### src/rtl/router_pkg.sv
// Shared sizing constants for the router output FIFOs.
package router_pkg;

    localparam int unsigned ROUTER_DEPTH = 16;
    localparam int unsigned ROUTER_WIDTH = 8;
    localparam int unsigned ROUTER_PTR_W = $clog2(ROUTER_DEPTH) + 1;
    localparam int unsigned ROUTER_PKT_W = 7;

endpackage

### src/rtl/router_fifo_mem.sv
// FIFO storage: one write port, one registered read port with enable and clear.
module router_fifo_mem
    import router_pkg::*;
#(
    parameter int unsigned DEPTH = ROUTER_DEPTH,
    parameter int unsigned WIDTH = ROUTER_WIDTH,
    parameter int unsigned AW    = $clog2(ROUTER_DEPTH)
) (
    input  logic             clk_i,
    input  logic             wr_en_i,
    input  logic [AW-1:0]    wr_addr_i,
    input  logic [WIDTH:0]   wr_data_i,
    input  logic             rd_en_i,
    input  logic             rd_clr_i,
    input  logic [AW-1:0]    rd_addr_i,
    output logic [WIDTH:0]   rd_data_o
);

    logic [WIDTH:0] mem_q [DEPTH];
    logic [WIDTH:0] rd_data_q;

    always_ff @(posedge clk_i) begin
        if (wr_en_i) begin
            mem_q[wr_addr_i] <= wr_data_i;
        end
    end

    always_ff @(posedge clk_i) begin
        if (rd_clr_i) begin
            rd_data_q <= '0;
        end else if (rd_en_i) begin
            rd_data_q <= mem_q[rd_addr_i];
        end
    end

    assign rd_data_o = rd_data_q;

endmodule

### src/rtl/router_fifo.sv
// Per-channel router FIFO: pointer-based flags, header-driven packet counter, idle-zero output.
module router_fifo
    import router_pkg::*;
#(
    parameter int unsigned DEPTH = ROUTER_DEPTH,
    parameter int unsigned WIDTH = ROUTER_WIDTH
) (
    input  logic             clock,
    input  logic             reset,
    input  logic             soft_reset,
    input  logic             write_enb,
    input  logic             read_enb,
    input  logic             lfd_state,
    input  logic [WIDTH-1:0] data_in,
    output logic [WIDTH-1:0] data_out,
    output logic             full,
    output logic             empty
);

    localparam int unsigned AW = $clog2(DEPTH);
    localparam int unsigned PW = AW + 1;

    logic [PW-1:0]           wr_ptr_q, wr_ptr_d;
    logic [PW-1:0]           rd_ptr_q, rd_ptr_d;
    logic [ROUTER_PKT_W-1:0] pkt_cnt_q, pkt_eff;
    logic                    rd_done_q;
    logic [WIDTH:0]          rd_word;
    logic [ROUTER_PKT_W-1:0] hdr_len;
    logic                    flush, wr_acc, rd_acc, rd_clr;

    assign flush  = reset | soft_reset;
    assign empty  = (wr_ptr_q == rd_ptr_q);
    assign full   = (wr_ptr_q[AW-1:0] == rd_ptr_q[AW-1:0]) &&
                    (wr_ptr_q[PW-1] != rd_ptr_q[PW-1]);
    assign wr_acc = write_enb & ~full & ~flush;
    assign rd_acc = read_enb & ~empty & ~flush;

    assign wr_ptr_d = wr_acc ? wr_ptr_q + 1'b1 : wr_ptr_q;
    assign rd_ptr_d = rd_acc ? rd_ptr_q + 1'b1 : rd_ptr_q;

    // The read port is registered, so the counter update for a read is folded in
    // one cycle later; pkt_eff is the count as of the end of the previous read.
    assign hdr_len = {1'b0, rd_word[7:2]} + 7'd1;

    always_comb begin
        pkt_eff = pkt_cnt_q;
        if (rd_done_q) begin
            if (rd_word[WIDTH]) begin
                pkt_eff = hdr_len;
            end else if (pkt_cnt_q != '0) begin
                pkt_eff = pkt_cnt_q - 7'd1;
            end
        end
    end

    assign rd_clr = flush | (~rd_acc & (pkt_eff == '0));

    always_ff @(posedge clock) begin
        if (flush) begin
            wr_ptr_q  <= '0;
            rd_ptr_q  <= '0;
            pkt_cnt_q <= '0;
            rd_done_q <= 1'b0;
        end else begin
            wr_ptr_q  <= wr_ptr_d;
            rd_ptr_q  <= rd_ptr_d;
            pkt_cnt_q <= pkt_eff;
            rd_done_q <= rd_acc;
        end
    end

    router_fifo_mem #(
        .DEPTH (DEPTH),
        .WIDTH (WIDTH),
        .AW    (AW)
    ) u_mem (
        .clk_i     (clock),
        .wr_en_i   (wr_acc),
        .wr_addr_i (wr_ptr_q[AW-1:0]),
        .wr_data_i ({lfd_state, data_in}),
        .rd_en_i   (rd_acc),
        .rd_clr_i  (rd_clr),
        .rd_addr_i (rd_ptr_q[AW-1:0]),
        .rd_data_o (rd_word)
    );

    assign data_out = rd_word[WIDTH-1:0];

endmodule

### config.mk
export PLATFORM = sky130hd
export DESIGN_NAME = router_fifo
export DESIGN_NICKNAME = d
export VERILOG_FILES = /design/src/rtl/router_pkg.sv /design/src/rtl/router_fifo_mem.sv /design/src/rtl/router_fifo.sv
export SDC_FILE = /design/constraint.sdc
export NUM_CORES = 1
export LEC_CHECK = 0
export ABC_AREA = 0
export BUFFER_PORTS_ARGS = -buffer_cell sky130_fd_sc_hd__buf_2
export CORE_MARGIN = 3
export CORE_UTILIZATION = 50
export DETAILED_ROUTE_END_ITERATION = 6
export GPL_ROUTABILITY_DRIVEN = 1
export GPL_TIMING_DRIVEN = 0
export PLACE_DENSITY = 0.66
export SYNTH_ARGS = -nofsm -noshare
export SYNTH_HDL_FRONTEND = slang
export SYNTH_SLANG_ARGS = --single-unit
export TNS_END_PERCENT = 50
### constraint.sdc
create_clock -name clock -period 2.75 [get_ports clock]
set_input_delay 0.275 -clock clock [delete_from_list [all_inputs] [get_ports clock]]
set_output_delay 0.275 -clock clock [all_outputs]
set_load 0.02 [all_outputs]
==> reports/qor.yml, run 1 <==
floorplanning:
  dieArea_um2: 15500
  pin_count: 24
  fp-row-count: 42
  dieWidth_um: 125
  die_h_um: 125
  initial_utilization: 0.521
  core_um2: 13500
grt:
  grt_pass1_wl_mm: 21.6
  grt_max_degree: 17
  grt_overflow_total: 0
  grt_pass1_vias: 3730
  grt_usage: 0.186
  antenna_found_initial: 0
placement:
  dp_hpwl_mm: 9.09
  dp_cells: 622
  routabilityCongestion: 0.844
  port_buffers: 23
logic_synthesis:
  netlist-cell-type-count: 47
  yosys_warnings: 0
  synthTopCellsByArea: "edfxtp_1 (62%), mux4_2 (12%), dfxtp_1 (7.7%)"
  yosys.area_share.xor_xnor: 0.0199
  synth_compound_area_frac: 0.0578
  synth_seq_cells: 171
  synth_cells: 422
  synth_simple_gate_area_share: 0.0662
  synth_mux_area_frac: 0.121
  syn_area_um2: 7030
  synth.yosys.seq_area_share: 0.692
  synth_edf_count: 144
  synth_top_area_frac: 0.615
  synth_area_leader_cell: "edfxtp_1"
  synth.avg_cell_area_um2: 16.7
  syn-num-nets: 444
  synthAdderAreaFrac: 0.0142
  synth_top_family_by_area: "multiplexers"
  async_flop_share: 0
  synthFlopType: "edfxtp_1"
route:
  vias: 3843
  wire_per_inst_um: 21.3
  postRouteAntennaNets: 0
  drt-initial-drc-count: 310
  drc: 0
  drt-total-wl_mm: 13.9
  dr.pass1.iters: 5
  viasPerCell: 5.89
worst_setup_path:
  path_cells: "buf_4, xnor2_1, and4_1, a211oi_2, nand2_1, nor2_1"
  worstSetupPathType: "reg2reg"
  critPathLaunchType: "register"
  arrival_ns: 2.65
  crit_buf_inv: 1
  cp-end-kind: "register"
  cp_slowest_cell: "nor2_1"
  cp_top_family: "simple AND/OR/NAND/NOR gates"
  cp.required_ns: 2.80
  path_depth: 6
  reg2reg_depth: 6
  cp_max_fo: 10
  cpPeakStageDelay_ns: 0.76
clocking:
  clockRootBuffer: "clkbuf_16"
  clock_latency_ns: 0.42
  cts_tree: "done"
  htree_levels: 4
  cts.path.max_buffers: 2
  cts_hold_buf: 0
  cts.sinks: 171
  clk_pin_slew_ns: 0.06
  cts_buffers: 17
worst_hold_path:
  whs_path_depth: 1
  holdCritPathClass: "in2reg"
power_and_ir_drop:
  internal_power_mw: 4.10
  p_per_area_nw_per_um2: 649
  p_switching_mw: 1.06
  p_clk_frac: 0.429
  switching_share: 0.206
  power_leakage_nw: 2.58
  ir_drop_v: 0.000502
  power_frac_seq: 0.546
  power_frac_comb: 0.024
sta:
  fin_crit_sh: 0.947
  min_period_ns: 2.60
  slew_headroom: 0.365
  hold_viol_final: 0
  setup_viol_count_final: 0
  skew_ns: 0.00820
  slew_viol_final: 0
  max_freq_ghz: 0.384
  rsz0062_at_grt: "no"
  worst_pin_slew_ns: 0.949
cells_and_area:
  n_antenna_cell: 0
  multiInputGateArea_um2: 1980
  area_growth_pct: 12.9
  fin_cells: 653
  layout-drive-gt1-share: 0.252
  fin_util: 0.588
  seq_area_um2: 4860
  fillers: 1012
  nets: 487
outcome:
  status: "completed"
run:
  maxCapViolCount: 0
==> per-stage QoR <==
| step | setup slack, ns | power, mW | hold WS [ns] | area (um^2) | setup TNS, ns |
|---|---|---|---|---|---|
| after global placement | -0.246 | 2.99 | 0.482 | 7370 | -7.53 |
| after detailed placement | 0.119 | 3.00 | 0.496 | 7390 | 0 |
| final | 0.146 | 5.16 | 0.245 | 7940 | 0 |
| after floorplan | 0.419 | 2.94 | 0.374 | 7030 | 0 |
| after CTS | 0.129 | 5.19 | 0.240 | 7940 | 0 |
| after global routing | 0.0443 | 5.32 | 0.245 | 7940 | 0 |
==> synthesized netlist by cell type, drive strengths merged (3+ instances only) <==
cell type  number
edfxtp        144
mux4           36
nor2           28
dfxtp          27
a21oi          24
buf            21
a22oi          18
nor3           17
nand2          14
clkbuf         10
ha              8
xnor2           8
xor2            8
inv             7
nand3           6
nor2b           4
a222oi          3
and2            3
mux2i           3
nand2b          3
nand4           3
nor4            3
o211ai          3
==> logic make-up (layout without fill, tap and decap cells) <==
kind of cell / after synthesis / count (layout)
muxes: 40 / 40
xor gates and xnor gates: 16 / 16
and+or+nand+nor: 89 / 89
adders and majority gates: 8 / 8
buffers and inverters: 38 / 93
DFF: 171 / 171
AOI/OAI and AO/OA: 60 / 60
==> path summary, 6_finish.rpt <==
path	startpoint	endpoint	slack, ns
max reg2reg	wr_ptr_q[2]	u_mem.mem_q[11][1]	0.15
min reg2reg	wr_ptr_q[4]	wr_ptr_q[4]	0.51
max	wr_ptr_q[2]	u_mem.mem_q[11][1]	0.15
min	data_in[4]	u_mem.mem_q[0][4]	0.25
==> timing repair <==
action	in CTS	in global routing
setup endpoints to repair	0	6
resized for setup	0	1
buffers inserted	0	0
==> power groups by stage <==
stage	clock network [mW]	logic [mW]	registers [mW]
floorplan	0	0.0646	2.87
global placement	0	0.122	2.87
detailed placement	0	0.128	2.87
CTS	2.24	0.128	2.82
global route	2.37	0.138	2.81
finish	2.21	0.126	2.82
==> routing by layer <==
| layer | routed length, um | up-vias | GRT usage |
|---|---|---|---|
| met1 | 6310 | 1971 | 0.263 |
| met3 | 740 | 7 | 0.0485 |
| met4 | 102 | 0 | 0.0484 |
| met5 | 0 | - | 0 |
| met2 | 6770 | 115 | 0.290 |
| li1 | - | 1750 | - |
==> cell type report <==
type                            instances  share of cell area
Sequential cell                       171               0.613
Multi-Input combinational cell        213               0.250
Clock buffer                           18              0.0540
Tap cell                              176              0.0277
Buffer                                 31              0.0221
Timing Repair Buffer                   24              0.0154
Clock inverter                         13              0.0148
Inverter                                7             0.00331
==> registers in the layout, indices dropped and copies added (netlist names) <==
name,cells
u_mem.mem_q,144
u_mem.rd_data_o,9
pkt_cnt_q,7
rd_ptr_q,5
wr_ptr_q,5
rd_done_q,1
==> cell usage in the layout, fill, tap and decap left out, types with 3 or more instances in the layout <==
cell / Yosys / routed
inv_1: 7 / 7
a22oi_1: 18 / 18
nand3_1: 6 / 6
edfxtp_1: 144 / 144
clkbuf_16: 0 / 17
buf_2: 7 / 30
a21oi_1: 23 / 23
clkinvlp_4: 0 / 4
nand2_1: 14 / 14
ha_1: 8 / 8
o211ai_1: 3 / 3
nand2b_1: 3 / 3
a222oi_1: 3 / 3
mux2i_1: 3 / 3
nor3_2: 0 / 4
buf_4: 11 / 12
and2_1: 3 / 3
nand4_1: 3 / 3
dfxtp_1: 27 / 27
nor3_1: 17 / 13
xnor2_1: 8 / 8
inv_6: 0 / 3
clkbuf_1: 9 / 10
nor2b_1: 4 / 4
xor2_1: 8 / 8
mux4_2: 36 / 36
nor2_1: 28 / 28
Power figures use the tool's default switching activity.
==> run 2, diff against run 1 <==
--- a/config.mk
+++ b/config.mk
@@ -13,6 +13,7 @@
 export GPL_ROUTABILITY_DRIVEN = 1
 export GPL_TIMING_DRIVEN = 0
 export PLACE_DENSITY = 0.66
+export SETUP_SLACK_MARGIN = 0.2
 export SYNTH_ARGS = -nofsm -noshare
 export SYNTH_HDL_FRONTEND = slang
 export SYNTH_SLANG_ARGS = --single-unit
==> run 2 against run 1 <==
Net effect: clock power is essentially flat; clock skew about the same; die area stayed put; setup slack gained 0.062 ns; largest cell class unchanged; global-route usage about the same; first-iteration DRC count rose by 5.5%; critical endpoint is now u_mem.mem_q[0][2]; sequential share of layout area is 0.13 points lower; non-clock buffer count unchanged; clock-buffer cell count unchanged; cell count stayed put.
==> reports/qor.yml, run 2 (synthesis results as in run 1) <==
outcome:
  status: "completed"
worst_setup_path:
  path_cells: "buf_4, xnor2_1, and4_1, a211oi_2, nand2_1, nor3_2"
  regToRegSetupSlack_ns: 0.21  # +0.06 ns
  cp.required_ns: 2.80  # about the same
  critPathLaunchType: "register"
  cpPeakStageDelay_ns: 0.73  # -0.03 ns
  cp_max_fo: 10  # unchanged
  arrival_ns: 2.59  # -0.06 ns
  worstSetupPathType: "reg2reg"
  cp_slowest_cell: "nor3_2"
  reg2reg_depth: 6  # unchanged
  cp-end-kind: "register"
cells_and_area:
  final_cell_mix: "edfxtp_1 (144), mux4_2 (36), buf_2 (30)"
  layout-drive-gt1-share: 0.266  # +0.0147
  top_register: "u_mem.mem_q"
  nets: 487  # unchanged
  final_cell_area_um2: 7960  # +0.22%
  fin_cells: 653  # unchanged
  final_common_cell: "edfxtp_1"
  n_antenna_cell: 0  # unchanged
  fin_util: 0.589  # +0.00130
  largest_reg_flops: 144  # unchanged
  area_growth_pct: 13.2
  fillers: 1009  # -0.30%
sta:
  min_period_ns: 2.54  # -0.0621 ns
  slew_viol_final: 0  # unchanged
  setup_viol_count_final: 0  # unchanged
  skew_ns: 0.00785  # -0.000356 ns
  max_freq_ghz: 0.393  # +2.4%
  holdWs_ns: 0.244  # -0.00137 ns
  finalWorstSetupSlack_ns: 0.209  # +0.0621 ns
  rsz0062_at_grt: "yes"
  setup_tns_ns: 0  # unchanged
  slew_headroom: 0.403  # +0.0380
  hold_viol_final: 0  # unchanged
  worst_pin_slew_ns: 0.891  # -0.0583 ns
  fin_crit_sh: 0.924  # -0.0226
power_and_ir_drop:
  p_per_area_nw_per_um2: 649  # about the same
  ir_drop_v: 0.000504  # +0.25%
  p_switching_mw: 1.07  # +0.84%
  internal_power_mw: 4.10  # about the same
  power_frac_seq: 0.545  # about the same
  power_frac_comb: 0.024  # about the same
  switching_share: 0.207  # +0.00137
  finalPower_mw: 5.17  # +0.17%
  power_leakage_nw: 2.58  # about the same
  p_clk_frac: 0.430  # about the same
clocking:
  cts_buffers: 17  # unchanged
  clockRootBuffer: "clkbuf_16"
  cts_hold_buf: 0  # unchanged
  cts.sinks: 171  # unchanged
  clock_latency_ns: 0.42  # about the same
  htree_levels: 4  # unchanged
  cts_tree: "done"
  clk_pin_slew_ns: 0.06  # about the same
  cts.path.max_buffers: 2  # unchanged
route:
  drc: 0  # unchanged
  viasPerCell: 5.89  # +0.10%
  drt-initial-drc-count: 327  # +5.5%
  wire_per_inst_um: 21.3  # about the same
  drt-total-wl_mm: 13.9  # about the same
  dr.pass1.iters: 5  # unchanged
  vias: 3847  # +0.10%
  postRouteAntennaNets: 0  # unchanged
floorplanning:
  initial_utilization: 0.521  # unchanged
  dieWidth_um: 125  # unchanged
  pin_count: 24  # unchanged
  core_um2: 13500  # unchanged
  fp-row-count: 42  # unchanged
  die_h_um: 125  # unchanged
  dieArea_um2: 15500  # unchanged
placement:
  place_area_um2: 7390  # unchanged
  routabilityCongestion: 0.844  # unchanged
  pre_cts_slack_ns: 0.119  # unchanged
  dp_cells: 622  # unchanged
  dp_hpwl_mm: 9.09  # unchanged
  port_buffers: 23  # unchanged
grt:
  antenna_found_initial: 0  # unchanged
  grt_pass1_vias: 3731  # +0.027%
  grt_overflow_total: 0  # unchanged
  grt_max_degree: 17  # unchanged
  grt_usage: 0.186  # about the same
  grt_pass1_wl_mm: 21.6  # about the same
worst_hold_path:
  holdCritPathClass: "in2reg"
  whs_path_depth: 1  # unchanged
run:
  maxCapViolCount: 0  # unchanged
run 2: what timing repair did:
item | CTS | global route
endpoints found under the hold margin | 0 | 0
buffers inserted | 0 | 0
gates resized for setup | 1 | 7
setup endpoints to repair | 42 | 135
run 2: power by group through the flow:
stage / Sequential [mW] / Combinational [mW] / Clock, mW
2_1_floorplan: 2.87 / 0.0646 / 0
3_3_place_gp: 2.87 / 0.122 / 0
6_report: 2.82 / 0.126 / 2.22
3_5_place_dp: 2.87 / 0.128 / 0
5_1_grt: 2.81 / 0.138 / 2.37
4_1_cts: 2.82 / 0.128 / 2.24
run 2: per-layer routing:
metal | vias to the layer above | GRT usage | wire (um)
met2 | 121 | 0.289 | 6740
met1 | 1965 | 0.264 | 6160
met4 | 0 | 0.0484 | 132
li1 | 1752 | - | -
met3 | 9 | 0.0485 | 894
met5 | - | 0 | 0
run 2: final timing paths:
| kind | to | from |
|---|---|---|
| max | u_mem.mem_q[0][2] | wr_ptr_q[2] |
| min | u_mem.mem_q[0][4] | data_in[4] |
| max reg2reg | u_mem.mem_q[0][2] | wr_ptr_q[2] |
| min reg2reg | wr_ptr_q[4] | wr_ptr_q[4] |
run 2: layout make-up:
class                   instances  area, um^2  share of cell area
plain buffers                  31         175              0.0220
repair buffers                 24         123              0.0154
inverters                       7        26.3             0.00330
multi-input cells             213        2000               0.252
well taps                     176         220              0.0277
flip-flops and latches        171        4860               0.611
clock buffers                  18         429              0.0539
clock inverters                13         118              0.0148
run 2: critical path, delay by kind of cell, from the launching register on:
| family | cells | cell delay [ns] |
|---|---|---|
| xor gates and xnor gates | 1 | 0.14 |
| and+or+nand+nor | 3 | 1.23 |
| DFF | 1 | 0.30 |
| AOI/OAI and AO/OA | 1 | 0.32 |
| buffers and inverters | 1 | 0.18 |
